--- src/rtl/seq_alu.sv ---
// seq_alu: registered ALU with a Start/Done handshake.
// All legacy 4-bit ALU modes complete in one cycle. Define SEQ_ALU_MULDIV_EN to
// add iterative unsigned multiply (0x10) and divide (0x11). Without it those
// modes behave as undefined modes and Busy/OutHi are tied low.
module seq_alu #(
  parameter int unsigned WIDTH = 8
) (
  input  logic             clk,
  input  logic             rst_n,
  input  logic             Start,
  input  logic [4:0]       Mode,
  input  logic [3:0]       CFlags,
  input  logic [WIDTH-1:0] Operand1,
  input  logic [WIDTH-1:0] Operand2,
  output logic             Busy,
  output logic             Done,
  output logic [WIDTH-1:0] Out,
  output logic [WIDTH-1:0] OutHi,
  output logic [3:0]       Flags
);

  localparam int unsigned SHW  = $clog2(WIDTH);
  localparam int unsigned SHW1 = SHW + 1;
  localparam int unsigned WP1  = WIDTH + 1;
  localparam int unsigned FC   = 2;
  localparam int unsigned FO   = 0;

  logic [SHW-1:0]   amt;
  logic [WIDTH-1:0] add_x;
  logic [WIDTH-1:0] add_y;
  logic             add_ci;
  logic [WIDTH:0]   add_sum;
  logic [WIDTH-1:0] sc_out;
  logic             sc_c;
  logic             sc_o;
  logic [3:0]       sc_flags;

  logic [WIDTH-1:0] out_q, out_d;
  logic [3:0]       flags_q, flags_d;
  logic             done_q, done_d;

  // Z and S are always recomputed, so only C and O of CFlags are consumed
  logic unused_cflags;
  assign unused_cflags = ^{CFlags[3], CFlags[1]};

  assign amt = Operand1[SHW-1:0];

  // Adder operand selection; subtraction is X + ~Y + 1
  always_comb begin
    add_x  = Operand1;
    add_y  = Operand2;
    add_ci = 1'b0;
    case (Mode[3:0])
      4'h1: begin add_y = ~Operand2; add_ci = 1'b1; end
      4'h7: begin add_x = Operand2; add_y = ~Operand1; add_ci = 1'b1; end
      4'h8: begin add_x = Operand2; add_y = WIDTH'(1); end
      4'h9: begin add_x = Operand2; add_y = ~WIDTH'(1); add_ci = 1'b1; end
      4'hF: begin add_x = '0; add_y = ~Operand2; add_ci = 1'b1; end
      default: ;
    endcase
  end

  assign add_sum = {1'b0, add_x} + {1'b0, add_y} + WP1'(add_ci);

  // Single-cycle result and flags; undefined modes return B with C/O passed through
  always_comb begin
    sc_out = Operand2;
    sc_c   = CFlags[FC];
    sc_o   = CFlags[FO];
    if (!Mode[4]) begin
      case (Mode[3:0])
        4'h0, 4'h1, 4'h7, 4'h8, 4'h9, 4'hF: begin
          sc_out = add_sum[WIDTH-1:0];
          sc_c   = add_sum[WIDTH];
          sc_o   = (add_x[WIDTH-1] == add_y[WIDTH-1]) &&
                   (add_sum[WIDTH-1] != add_x[WIDTH-1]);
        end
        4'h2: sc_out = Operand1;
        4'h3: sc_out = Operand2;
        4'h4: sc_out = Operand1 & Operand2;
        4'h5: sc_out = Operand1 | Operand2;
        4'h6: sc_out = Operand1 ^ Operand2;
        4'hA: sc_out = (Operand2 << amt) | (Operand2 >> (SHW1'(WIDTH) - SHW1'(amt)));
        4'hB: sc_out = (Operand2 >> amt) | (Operand2 << (SHW1'(WIDTH) - SHW1'(amt)));
        4'hC: sc_out = Operand2 << amt;
        4'hD: sc_out = Operand2 >> amt;
        4'hE: sc_out = WIDTH'($signed(Operand2) >>> amt);
        default: ;
      endcase
    end
    sc_flags = {sc_out == '0, sc_c, sc_out[WIDTH-1], sc_o};
  end

`ifdef SEQ_ALU_MULDIV_EN
  typedef enum logic {S_IDLE, S_RUN} state_t;

  state_t           state_q, state_d;
  logic [SHW-1:0]   cnt_q, cnt_d;
  logic [WIDTH-1:0] hi_q, hi_d;
  logic [WIDTH-1:0] lo_q, lo_d;
  logic [WIDTH-1:0] opb_q, opb_d;
  logic             is_div_q, is_div_d;
  logic             busy_q, busy_d;
  logic [WIDTH-1:0] outhi_q, outhi_d;
  logic [WIDTH:0]   mul_sum;
  logic [WIDTH:0]   div_rem;
  logic [WIDTH-1:0] div_diff;
  logic             div_ge;
  logic [WIDTH-1:0] step_hi;
  logic [WIDTH-1:0] step_lo;
  logic             muldiv_mode;

  assign muldiv_mode = (Mode == 5'h10) || (Mode == 5'h11);

  // One shift-add multiply step or one restoring-divide step on {hi,lo}.
  // A zero divisor always "fits", leaving quotient all ones and the dividend
  // shifted into hi, which is exactly the divide-by-zero result.
  always_comb begin
    mul_sum  = {1'b0, hi_q} + (lo_q[0] ? {1'b0, opb_q} : '0);
    div_rem  = {hi_q, lo_q[WIDTH-1]};
    div_ge   = div_rem >= {1'b0, opb_q};
    div_diff = div_rem[WIDTH-1:0] - opb_q;
    if (is_div_q) begin
      step_hi = div_ge ? div_diff : div_rem[WIDTH-1:0];
      step_lo = {lo_q[WIDTH-2:0], div_ge};
    end else begin
      step_hi = mul_sum[WIDTH:1];
      step_lo = {mul_sum[0], lo_q[WIDTH-1:1]};
    end
  end

  // Next state, result capture and handshake
  always_comb begin
    out_d    = out_q;
    flags_d  = flags_q;
    done_d   = 1'b0;
    state_d  = state_q;
    cnt_d    = cnt_q;
    hi_d     = hi_q;
    lo_d     = lo_q;
    opb_d    = opb_q;
    is_div_d = is_div_q;
    busy_d   = busy_q;
    outhi_d  = outhi_q;
    case (state_q)
      S_IDLE: begin
        if (Start) begin
          if (muldiv_mode) begin
            state_d  = S_RUN;
            busy_d   = 1'b1;
            cnt_d    = '0;
            hi_d     = '0;
            lo_d     = Operand1;
            opb_d    = Operand2;
            is_div_d = Mode[0];
          end else begin
            out_d   = sc_out;
            outhi_d = '0;
            flags_d = sc_flags;
            done_d  = 1'b1;
          end
        end
      end
      S_RUN: begin
        hi_d  = step_hi;
        lo_d  = step_lo;
        cnt_d = cnt_q + SHW'(1);
        if (cnt_q == SHW'(WIDTH - 1)) begin
          state_d = S_IDLE;
          busy_d  = 1'b0;
          cnt_d   = '0;
          done_d  = 1'b1;
          out_d   = step_lo;
          outhi_d = step_hi;
          if (is_div_q) begin
            flags_d = {step_lo == '0, opb_q == '0, step_lo[WIDTH-1], 1'b0};
          end else begin
            flags_d = {{step_hi, step_lo} == '0, step_hi != '0, step_lo[WIDTH-1], 1'b0};
          end
        end
      end
      default: state_d = S_IDLE;
    endcase
  end
`else
  // Next state, result capture and handshake
  always_comb begin
    out_d   = out_q;
    flags_d = flags_q;
    done_d  = 1'b0;
    if (Start) begin
      out_d   = sc_out;
      flags_d = sc_flags;
      done_d  = 1'b1;
    end
  end
`endif

  // State and output registers; reset aborts any operation in flight
  always_ff @(posedge clk or negedge rst_n) begin
    if (!rst_n) begin
      out_q    <= '0;
      flags_q  <= '0;
      done_q   <= 1'b0;
`ifdef SEQ_ALU_MULDIV_EN
      state_q  <= S_IDLE;
      cnt_q    <= '0;
      hi_q     <= '0;
      lo_q     <= '0;
      opb_q    <= '0;
      is_div_q <= 1'b0;
      busy_q   <= 1'b0;
      outhi_q  <= '0;
`endif
    end else begin
      out_q    <= out_d;
      flags_q  <= flags_d;
      done_q   <= done_d;
`ifdef SEQ_ALU_MULDIV_EN
      state_q  <= state_d;
      cnt_q    <= cnt_d;
      hi_q     <= hi_d;
      lo_q     <= lo_d;
      opb_q    <= opb_d;
      is_div_q <= is_div_d;
      busy_q   <= busy_d;
      outhi_q  <= outhi_d;
`endif
    end
  end

  assign Out   = out_q;
  assign Flags = flags_q;
  assign Done  = done_q;
`ifdef SEQ_ALU_MULDIV_EN
  assign Busy  = busy_q;
  assign OutHi = outhi_q;
`else
  assign Busy  = 1'b0;
  assign OutHi = '0;
`endif

endmodule
--- config.mk ---
export PLATFORM = sky130hd
export DESIGN_NAME = seq_alu
export DESIGN_NICKNAME = d
export VERILOG_FILES = /design/src/rtl/seq_alu.sv
export SDC_FILE = /design/constraint.sdc
export NUM_CORES = 1
export LEC_CHECK = 0
export CELL_PAD_IN_SITES_DETAIL_PLACEMENT = 2
export CELL_PAD_IN_SITES_GLOBAL_PLACEMENT = 2
export CORE_MARGIN = 5
export CORE_UTILIZATION = 35
export DETAILED_ROUTE_END_ITERATION = 8
export PLACE_DENSITY_LB_ADDON = 0.1
export SYNTH_ARGS = -nofsm -noshare
export SYNTH_HDL_FRONTEND = slang
export SYNTH_SLANG_ARGS = --single-unit
--- constraint.sdc ---
create_clock -name clk -period 1.9 [get_ports clk]
set_clock_uncertainty 0.15 [all_clocks]
set_input_delay 0.19 -clock clk [delete_from_list [all_inputs] [get_ports clk]]
set_output_delay 0.19 -clock clk [all_outputs]
set_load 0.01 [all_outputs]
==> tab_implementation.tex, run 1 <==
\begin{tabular}{lr}
\hline
Metric & Value \\
\hline
\multicolumn{2}{l}{\textbf{Floorplan}} \\
Die Height & 112 um \\
Die W & 112 um \\
Num ports & 50 \\
Starting utilization of the core area & 35.6\% \\
Number of placement rows & 37 \\
\multicolumn{2}{l}{\textbf{Clock network}} \\
Number of H-tree branching levels & 1 \\
TritonCTS Buffers & 3 \\
Hold Buf Count CTS & 0 \\
Count of instances resized after the clock tree is built & 114 \\
Clock Sink Count & 12 \\
Deepest clock path buffer count & 2 \\
Setup Buffers After CTS & 12 \\
Root cell of the clock tree & clkbuf\_8 \\
\multicolumn{2}{l}{\textbf{Outcome}} \\
Last stage & clock tree synthesis \\
Status & stopped before the end \\
First Error & [ERROR DPL-0033] detailed placement checks failed during check placement. \\
\multicolumn{2}{l}{\textbf{Synth}} \\
Flip-flop cell with the highest count after synthesis & dfrtp\_1 \\
Post-Syn Area & 3650 um\^{}2 \\
Warnings from Yosys & 0 \\
Synth top area share & 8.58\% \\
Library cell occupying the most area in the post-synthesis netlist & ha\_1 \\
Library cells used by synthesis & 76 \\
Flops \& latches, synth & 12 \\
EDFF count, synth & 0 \\
Proportion of register bits with asynchronous set or reset after synthesis & 100\% \\
Portion of the post-synthesis area used by sequential elements & 8.24\% \\
Cell count after synthesis & 508 \\
Synth Area per Inst & 7.18 um\^{}2 \\
Dominant cells by area after synthesis & ha\_1 (8.6\%), dfrtp\_1 (8.2\%), mux2i\_1 (7.4\%), a21oi\_1 (5.2\%), nor2\_1 (4.8\%) \\
\multicolumn{2}{l}{\textbf{Place}} \\
Worst-case setup slack after placement & -2.27 ns \\
Placement-stage cell area & 5120 um\^{}2 \\
Port Buf Inserts & 38 \\
Final HPWL from detailed placement & 17100 um \\
Routability congestion estimate from global placement & 0.953 \\
\hline
\end{tabular}
synth_stat cells (3+ instances only):
cell / n
nor2_1: 47
nand2_1: 44
a21oi_1: 38
o21ai_0: 30
clkbuf_1: 27
mux2i_1: 27
ha_1: 25
inv_1: 25
a31oi_1: 16
o22ai_1: 15
dfrtp_1: 12
nor2b_1: 12
a211oi_1: 11
buf_4: 11
buf_2: 10
mux2_2: 10
nand2b_1: 9
nand3_1: 9
o211ai_1: 9
mux4_2: 7
a22oi_1: 6
a2bb2oi_1: 6
buf_1: 6
nor3_1: 6
xnor2_1: 5
buf_6: 4
o221ai_1: 4
xor2_1: 4
a211o_1: 3
a22o_1: 3
and2_1: 3
o2111ai_1: 3
o21a_1: 3
cell families after synthesis:
family	synth area share, %
compound gates	32.6
simple gates	20.2
buf+inv	11.0
mux	15.5
fa+ha+maj	9.68
flops	8.24
xor+xnor	2.61
other cells	0.103
stage by stage:
| stage | hold slack (ns) | cells |
|---|---|---|
| after global placement | 0.313 | 783 |
| after floorplan | -0.256 | 516 |
| after detailed placement | 0.337 | 783 |
==> run 2: changes to the inputs <==
==> config.mk (replaced) <==
export PLATFORM = sky130hd
export DESIGN_NAME = seq_alu
export DESIGN_NICKNAME = d
export VERILOG_FILES = /design/src/rtl/seq_alu.sv
export SDC_FILE = /design/constraint.sdc
export NUM_CORES = 1
export LEC_CHECK = 0
export CORE_MARGIN = 5
export CORE_UTILIZATION = 30
export DETAILED_ROUTE_END_ITERATION = 8
export PLACE_DENSITY_LB_ADDON = 0.15
export SYNTH_ARGS = -nofsm -noshare
export SYNTH_HDL_FRONTEND = slang
export SYNTH_SLANG_ARGS = --single-unit
==> run 2 against run 1 <==
  * The flow now finishes, with violations (negative setup slack)
  * Synthesized cell count is the same
  * Synthesized area unchanged
==> tab_implementation.tex, run 2 <==
\begin{tabular}{lr}
\hline
Metric & Value \\
\hline
\multicolumn{2}{l}{\textbf{Outcome}} \\
Status & finished, violations left (was stopped before the end) \\
Violated checks & negative setup slack \\
\multicolumn{2}{l}{\textbf{Setup path}} \\
Critical path cell sequence & buf\_8 -> buf\_4 -> nor3\_4 -> buf\_4 -> a21oi\_4 -> o22ai\_2 -> a211oi\_2 -> fa\_2 -> nor2b\_4 -> o2111ai\_4 -> a31oi\_4 -> xor2\_2 -> a221oi\_2 -> buf\_4 -> buf\_4 -> o2bb2ai\_2 -> mux2\_4 \\
Most numerous cell on the critical path & buf\_4 \\
Critical path fanouts, max & 4 \\
Start of the worst register-to-register path & Flags[1] \\
Cell with the biggest individual delay on the critical path & fa\_2 \\
Crit. path cell count & 17 \\
Biggest cell delay along the critical path & 0.43 ns \\
Worst-case reg-to-reg path depth & 1 \\
Cell family with most CP delay & compound AO/OA/AOI/OAI gates \\
Endpoint required time on the critical path & 1.87 ns \\
Category of the worst setup path capture point & flip-flop \\
Sum of buffers and inverters on the critical path & 5 \\
Worst setup startpoint & Mode[0] \\
Worst Setup Path Type & input port to flip-flop \\
Arrival time of data at the critical path endpoint & 2.95 ns \\
Critical path launch point type & input port \\
\multicolumn{2}{l}{\textbf{Flow run}} \\
Max-capacitance violation count & 0 \\
\multicolumn{2}{l}{\textbf{Floorplan}} \\
Num ports & 50 (unchanged) \\
Die W & 120 um (was 112 um) \\
Die Height & 120 um (was 112 um) \\
Number of placement rows & 40 (was 37) \\
Core footprint & 12000 um\^{}2 \\
DIE AREA & 14500 um\^{}2 \\
Starting utilization of the core area & 30.5\% (was 35.6\%) \\
\multicolumn{2}{l}{\textbf{Routing}} \\
Total number of vias & 4709 \\
Number of vias per cell & 5.71 \\
First-pass detailed-route iteration total & 5 \\
Antenna viol nets, final & 0 \\
Iteration-0 DRC count of the detailed router & 363 \\
Avg WL per Cell & 19.8 um \\
Detailed-route wire length & 16400 um \\
DRC viols & 0 \\
\multicolumn{2}{l}{\textbf{Clock network}} \\
TritonCTS Buffers & 3 (unchanged) \\
Hold Buf Count CTS & 0 (unchanged) \\
TritonCTS clock tree & yes \\
Number of H-tree branching levels & 1 (unchanged) \\
Clock Sink Count & 12 (unchanged) \\
Root cell of the clock tree & clkbuf\_16 (was clkbuf\_8) \\
Worst skew pair latency & 0.24 ns \\
Deepest clock path buffer count & 2 (unchanged) \\
Clock-pin slew on the worst setup and hold paths & 0.04 ns \\
\multicolumn{2}{l}{\textbf{Synth}} \\
Proportion of register bits with asynchronous set or reset after synthesis & 100\% (unchanged) \\
Cell count after synthesis & 508 (unchanged) \\
Synth top area share & 8.58\% (unchanged) \\
Library cell occupying the most area in the post-synthesis netlist & ha\_1 (unchanged) \\
Synth cell count leaders & nor2\_1 (47), nand2\_1 (44), a21oi\_1 (38) (unchanged) \\
Warnings from Yosys & 0 (unchanged) \\
Library cells used by synthesis & 76 (unchanged) \\
Flip-flop cell with the highest count after synthesis & dfrtp\_1 (unchanged) \\
Flops \& latches, synth & 12 (unchanged) \\
Post-Syn Area & 3650 um\^{}2 (unchanged) \\
Portion of the post-synthesis area used by sequential elements & 8.24\% (unchanged) \\
Synth Area per Inst & 7.18 um\^{}2 (unchanged) \\
Cell with the most instances after synthesis & nor2\_1 (unchanged) \\
EDFF count, synth & 0 (unchanged) \\
Dominant cells by area after synthesis & ha\_1 (8.6\%), dfrtp\_1 (8.2\%), mux2i\_1 (7.4\%), a21oi\_1 (5.2\%), nor2\_1 (4.8\%) (unchanged) \\
\multicolumn{2}{l}{\textbf{Place}} \\
Port Buf Inserts & 38 (unchanged) \\
Worst-case setup slack after placement & -1.90 ns (was -2.27 ns) \\
Final HPWL from detailed placement & 12500 um (was 17100 um) \\
Routability congestion estimate from global placement & 0.951 (was 0.953) \\
\multicolumn{2}{l}{\textbf{STA}} \\
Min setup slack post-route & -1.08 ns \\
Setup violations, final & 11 \\
Crit share post-route & 157\% \\
Max-slew violation count & 0 \\
Hold Fails Final Rpt & 0 \\
Maximum operating frequency & 0.336 GHz \\
Rel. slew slack & 63.7\% \\
Slew of the pin with the lowest slew margin & 0.543 ns \\
Shortest period the worst path allows & 2.98 ns \\
Setup repair after global routing missed its margin & yes \\
\multicolumn{2}{l}{\textbf{Layout}} \\
Most common cell after layout, fill and taps aside & buf\_4 \\
Ant. Diodes & 0 \\
Most frequent cells in the layout & buf\_4 (150), nor2\_1 (44), nand2\_1 (39), a21oi\_1 (31) \\
Max reg flops & 7 \\
Area Overhead vs Synth & 63.7\% \\
Post-layout nets & 734 \\
Proportion of layout cells with a drive suffix above 1 & 43.5\% \\
Layout filler cell count & 1147 \\
\multicolumn{2}{l}{\textbf{Worst hold path}} \\
Worst min-delay path category & input port to asynchronous set/reset pin \\
\multicolumn{2}{l}{\textbf{Power and ir drop}} \\
Power per unit of standard cell area & 442 nW/um\^{}2 \\
Reported leakage power & 2.69 nW \\
Worst supply voltage drop on vdd & 300 uV \\
Total Power & 2.64 mW \\
\multicolumn{2}{l}{\textbf{Global routing}} \\
Overall overflow remaining after global route & 0 \\
Number of antenna violations at the first check in global routing & 0 \\
Largest net degree at the start of global routing & 32 \\
Global-route wire length before repair & 25400 um \\
Total routing usage reported by global routing & 21.8\% \\
Via count of the first global-routing pass & 4639 \\
\hline
\end{tabular}
-- run 2: cell counts after synthesis --
No cell type changed its count.
-- run 2: cell type report --
cell class / instances / area (um^2) / area share [%]
Clock buffer: 4 / 88.8 / 1.49
Timing Repair Buffer: 216 / 1860 / 31.1
Sequential cell: 12 / 300 / 5.03
Inverter: 27 / 104 / 1.74
Multi-Input combinational cell: 419 / 3440 / 57.6
Tap cell: 147 / 184 / 3.08
-- run 2: through the flow --
stage | TNS (ns) | util, % | cells | area [um^2] | hold slack, ns
finish | -9.03 | 49.9 | 825 | 5970 | 0.158
global route | -10.18 | 49.9 | 825 | 5970 | 0.212
CTS | -8.95 | 47.9 | 819 | 5730 | 0.179
detailed placement | -17.69 | 43.4 | 800 | 5190 | 0.321
global placement | -16.84 | 43.4 | 800 | 5190 | 0.315
floorplan | -9.76 | - | 516 | 3840 | -0.256
-- run 2: worst paths after layout --
kind	to	slack, ns
max	Flags[1]	-1.08
min	Out[2]	0.16
max reg2reg	Flags[1]	0.97
min reg2reg	Out[5]	0.33
max in group asynchronous	Flags[2]	1.08
min in group clk	Out[5]	0.33
-- run 2: what timing repair did --
action / CTS / global route
pin swaps: 45 / 48
cloned: 1 / 0
setup buffers: 14 / 8
resized for setup: 110 / 57
setup endpoints to repair: 11 / 11
-- run 2: power breakdown --
group | internal (mW) | leakage (nW) | switching (mW)
combinational | 0.964 | 2.51 | 0.929
sequential | 0.298 | 0.141 | 0.0235
clock | 0.318 | 0.0442 | 0.109
-- run 2: logic make-up (layout without fill, tap and decap cells) --
| group | Yosys count | in the layout | share of synthesized area [%] |
|---|---|---|---|
| muxes | 45 | 45 | 15.5 |
| DFF | 12 | 12 | 8.24 |
| and+or+nand+nor | 152 | 152 | 20.2 |
| adders and majority gates | 27 | 27 | 9.68 |
| AOI/OAI and AO/OA | 176 | 176 | 32.6 |
| other | 1 | 9 | 0.103 |
| xor gates and xnor gates | 10 | 10 | 2.61 |
| buffers and inverters | 85 | 247 | 11.0 |
-- run 2: per-layer routing --
metal / part of all wire, % / GRT usage (%) / up-vias
met2: 47 / 35.9 / 191
met3: 6.8 / 4.30 / 22
met4: 2.2 / 4.75 / 0
met5: 0 / 0 / -
met1: 44 / 29.6 / 2293
li1: - / - / 2203
Power figures use the tool's default switching activity.
==> run 3: changes to the inputs <==
--- a/config.mk
+++ b/config.mk
@@ -5,6 +5,7 @@
 export SDC_FILE = /design/constraint.sdc
 export NUM_CORES = 1
 export LEC_CHECK = 0
+export ABC_AREA = 1
 export CORE_MARGIN = 5
 export CORE_UTILIZATION = 30
 export DETAILED_ROUTE_END_ITERATION = 8
==> run 3 against run 2 <==
  * Clock power shrank 47%
  * Synthesized area shrank 11%
  * Die area shrank 10%
  * Core utilization fell by 3.0 points
  * Via count is 2.0% lower
  * Sequential power decreased by 5%
  * Worst setup slack improved by 0.21 ns
  * Final area is 16% lower
  * Count of clock-buffer cells in the layout fell by 1
  * Routed wire length fell by 16%
  * Highest routed layer unchanged
  * Critical path depth increased by 3
  * First-iteration DRC count decreased by 33%
  * The run still ends with negative setup slack left
==> tab_implementation.tex, run 3 <==
\begin{tabular}{lr}
\hline
Metric & Value \\
\hline
\multicolumn{2}{l}{\textbf{Setup path}} \\
Critical path launch point type & input port (unchanged) \\
Start of the worst register-to-register path & Out[4] (was Flags[1]) \\
Endpoint required time on the critical path & 1.93 ns (was 1.87 ns) \\
Worst setup startpoint & Mode[1] (was Mode[0]) \\
Cell with the biggest individual delay on the critical path & fa\_2 (unchanged) \\
Category of the worst setup path capture point & flip-flop (unchanged) \\
Critical path cell sequence & buf\_8 -> buf\_6 -> nand2\_8 -> inv\_4 -> nand2\_4 -> nand2\_4 -> nor3\_4 -> inv\_2 -> o21ai\_2 -> inv\_2 -> fa\_2 -> fa\_2 -> buf\_4 -> xor2\_1 -> a21oi\_2 -> a21boi\_2 -> nand2\_1 -> nor2\_1 -> nand3\_1 -> nand2\_1 (was buf\_8 -> buf\_4 -> nor3\_4 -> buf\_4 -> a21oi\_4 -> o22ai\_2 -> a211oi\_2 -> fa\_2 -> nor2b\_4 -> o2111ai\_4 -> a31oi\_4 -> xor2\_2 -> a221oi\_2 -> buf\_4 -> buf\_4 -> o2bb2ai\_2 -> mux2\_4) \\
Arrival time of data at the critical path endpoint & 2.79 ns (was 2.95 ns) \\
Biggest cell delay along the critical path & 0.41 ns (was 0.43 ns) \\
Worst Setup Path Type & input port to flip-flop (unchanged) \\
Critical path fanouts, max & 5 (was 4) \\
\multicolumn{2}{l}{\textbf{STA}} \\
Min setup slack post-route & -0.866 ns (was -1.08 ns) \\
Slew of the pin with the lowest slew margin & 0.568 ns (was 0.543 ns) \\
Maximum operating frequency & 0.362 GHz (was 0.336 GHz) \\
Max-slew violation count & 0 (unchanged) \\
Setup violations, final & 11 (unchanged) \\
Shortest period the worst path allows & 2.77 ns (was 2.98 ns) \\
Rel. slew slack & 62.0\% (was 63.7\%) \\
Hold Fails Final Rpt & 0 (unchanged) \\
Crit share post-route & 146\% (was 157\%) \\
Setup repair after global routing missed its margin & yes (unchanged) \\
Setup tns final & -7.58 ns (was -9.03 ns) \\
\multicolumn{2}{l}{\textbf{Layout}} \\
Max reg flops & 7 (unchanged) \\
Most frequent cells in the layout & nand2\_1 (223), buf\_4 (131), nand3\_1 (89), inv\_1 (55), nor2\_1 (55) (was buf\_4 (150), nor2\_1 (44), nand2\_1 (39), a21oi\_1 (31)) \\
Ant. Diodes & 0 (unchanged) \\
Area Overhead vs Synth & 55.0\% (was 63.7\%) \\
Most common cell after layout, fill and taps aside & nand2\_1 (was buf\_4) \\
Post-layout nets & 840 (was 734) \\
Proportion of layout cells with a drive suffix above 1 & 26.1\% (was 43.5\%) \\
Design Area, Final & 5010 um\^{}2 (was 5970 um\^{}2) \\
\multicolumn{2}{l}{\textbf{Flow run}} \\
Max-capacitance violation count & 0 (unchanged) \\
\multicolumn{2}{l}{\textbf{Global routing}} \\
Global-route wire length before repair & 22400 um (was 25400 um) \\
Via count of the first global-routing pass & 4466 (was 4639) \\
Number of antenna violations at the first check in global routing & 0 (unchanged) \\
Total routing usage reported by global routing & 21.2\% (was 21.8\%) \\
Largest net degree at the start of global routing & 19 (was 32) \\
Overall overflow remaining after global route & 0 (unchanged) \\
\multicolumn{2}{l}{\textbf{Place}} \\
Routability congestion estimate from global placement & 1.00 (was 0.951) \\
Port Buf Inserts & 38 (unchanged) \\
Placement-stage cell area & 4780 um\^{}2 (was 5190 um\^{}2) \\
Final HPWL from detailed placement & 11300 um (was 12500 um) \\
\multicolumn{2}{l}{\textbf{Outcome}} \\
Violated checks & negative setup slack (unchanged) \\
Status & finished, violations left (unchanged) \\
\multicolumn{2}{l}{\textbf{Floorplan}} \\
Number of placement rows & 38 (was 40) \\
Num ports & 50 (unchanged) \\
Starting utilization of the core area & 30.2\% (was 30.5\%) \\
Core footprint & 10700 um\^{}2 (was 12000 um\^{}2) \\
DIE AREA & 13000 um\^{}2 (was 14500 um\^{}2) \\
Die Height & 114 um (was 120 um) \\
Die W & 114 um (was 120 um) \\
\multicolumn{2}{l}{\textbf{Synth}} \\
Proportion of register bits with asynchronous set or reset after synthesis & 100\% (unchanged) \\
Library cells used by synthesis & 37 (was 76) \\
Synth top area share & 26.7\% (was 8.58\%) \\
Library cell occupying the most area in the post-synthesis netlist & nand2\_1 (was ha\_1) \\
Cell count after synthesis & 620 (was 508) \\
Post-Syn Area & 3230 um\^{}2 (was 3650 um\^{}2) \\
Flops \& latches, synth & 12 (unchanged) \\
Portion of the post-synthesis area used by sequential elements & 9.28\% (was 8.24\%) \\
Warnings from Yosys & 0 (unchanged) \\
Synth Area per Inst & 5.22 um\^{}2 (was 7.18 um\^{}2) \\
Flip-flop cell with the highest count after synthesis & dfrtp\_1 (unchanged) \\
Cell with the most instances after synthesis & nand2\_1 (was nor2\_1) \\
Dominant cells by area after synthesis & nand2\_1 (27\%), nand3\_1 (14\%), ha\_1 (9.7\%), dfrtp\_1 (9.3\%), nor2\_1 (7.2\%) (was ha\_1 (8.6\%), dfrtp\_1 (8.2\%), mux2i\_1 (7.4\%), a21oi\_1 (5.2\%), nor2\_1 (4.8\%)) \\
EDFF count, synth & 0 (unchanged) \\
Synth cell count leaders & nand2\_1 (230), nand3\_1 (90), nor2\_1 (62) (was nor2\_1 (47), nand2\_1 (44), a21oi\_1 (38)) \\
\multicolumn{2}{l}{\textbf{Clock network}} \\
Number of H-tree branching levels & 1 (unchanged) \\
TritonCTS clock tree & yes (unchanged) \\
Clock Sink Count & 12 (unchanged) \\
Worst skew pair latency & 0.24 ns (about the same) \\
TritonCTS Buffers & 3 (unchanged) \\
Clock-pin slew on the worst setup and hold paths & 0.05 ns (was 0.04 ns) \\
Root cell of the clock tree & clkbuf\_8 (was clkbuf\_16) \\
Deepest clock path buffer count & 2 (unchanged) \\
\multicolumn{2}{l}{\textbf{Routing}} \\
Total number of vias & 4614 (was 4709) \\
DRC viols & 0 (unchanged) \\
First-pass detailed-route iteration total & 5 (unchanged) \\
Number of vias per cell & 5.00 (was 5.71) \\
Avg WL per Cell & 14.9 um (was 19.8 um) \\
Detailed-route wire length & 13700 um (was 16400 um) \\
Iteration-0 DRC count of the detailed router & 242 (was 363) \\
Antenna viol nets, final & 0 (unchanged) \\
\multicolumn{2}{l}{\textbf{Power and ir drop}} \\
Power per unit of standard cell area & 398 nW/um\^{}2 (was 442 nW/um\^{}2) \\
Reported leakage power & 2.73 nW (was 2.69 nW) \\
Worst supply voltage drop on vdd & 256 uV (was 300 uV) \\
\multicolumn{2}{l}{\textbf{Worst hold path}} \\
Worst min-delay path category & input port to asynchronous set/reset pin (unchanged) \\
\hline
\end{tabular}
==> run 3: metrics by stage <==
stage / util [%] / total power [mW] / hold slack (ns) / instances / setup slack [ns]
finish: 46.9 / 1.99 / 0.162 / 923 / -0.866
global route: 46.9 / 2.17 / 0.209 / 923 / -1.08
CTS: 46.5 / 1.97 / 0.172 / 922 / -0.851
detailed placement: 44.7 / 1.67 / 0.326 / 913 / -1.63
global placement: 44.7 / 1.66 / 0.311 / 913 / -1.57
floorplan: - / 1.03 / -0.256 / 628 / -0.869
==> run 3: worst max-delay path: cells and delay by family <==
family	cells	cell delay, ns
fa+ha+maj	2	0.79
simple gates	8	0.73
buf+inv	6	0.52
compound gates	3	0.38
xor+xnor	1	0.17
==> run 3: final cells by class <==
class,count,area (um^2)
Clock buffer,3,41.3
Multi-Input combinational cell,520,2740
Inverter,70,278
Tap cell,140,175
Fill cell,1166,5680
Sequential cell,12,300
Timing Repair Buffer,178,1480
==> run 3: routing by layer <==
| metal | track usage [%] | routed length, um | vias up |
|---|---|---|---|
| met5 | 0 | 0 | - |
| met4 | 5.78 | 332 | 0 |
| met3 | 1.96 | 573 | 22 |
| met2 | 36.6 | 6580 | 149 |
| met1 | 28.2 | 6240 | 2108 |
| li1 | - | - | 2335 |
==> run 3: final timing paths <==
check	to	depth (start not counted)	slack, ns
min in group clk	Flags[2]	2	0.33
setup reg to reg	Out[4]	2	1.08
hold reg to reg	Flags[2]	2	0.33
hold / removal	Done	1	0.16
max in group asynchronous	Flags[1]	1	1.08
setup / recovery	Flags[3]	20	-0.87
==> run 3: power breakdown <==
| group | switching [mW] | total (mW) | internal (mW) | leakage, nW |
|---|---|---|---|---|
| registers | 0.0181 | 0.306 | 0.288 | 0.147 |
| logic | 0.786 | 1.46 | 0.675 | 2.56 |
| clock network | 0.0881 | 0.227 | 0.139 | 0.0216 |
==> run 3: cells by family (layout without fill, tap and decap cells) <==
family	count (synthesis)	after routing	synth area share (%)
AND/OR/NAND/NOR	408	408	53.2
AO/OA/AOI/OAI	74	74	13.5
adder cells (fa/ha/maj)	27	27	10.9
XOR/XNOR	2	2	0.542
buffers and inverters	96	251	12.5
other	1	9	0.116
flip-flops	12	12	9.28
==> run 3: what timing repair did <==
item / CTS / global route
cloned: 1 / 0
hold buffers: 0 / 0
buffers inserted: 5 / 2
resized for setup: 56 / 18
setup endpoints to repair: 11 / 11
pin swaps: 31 / 19
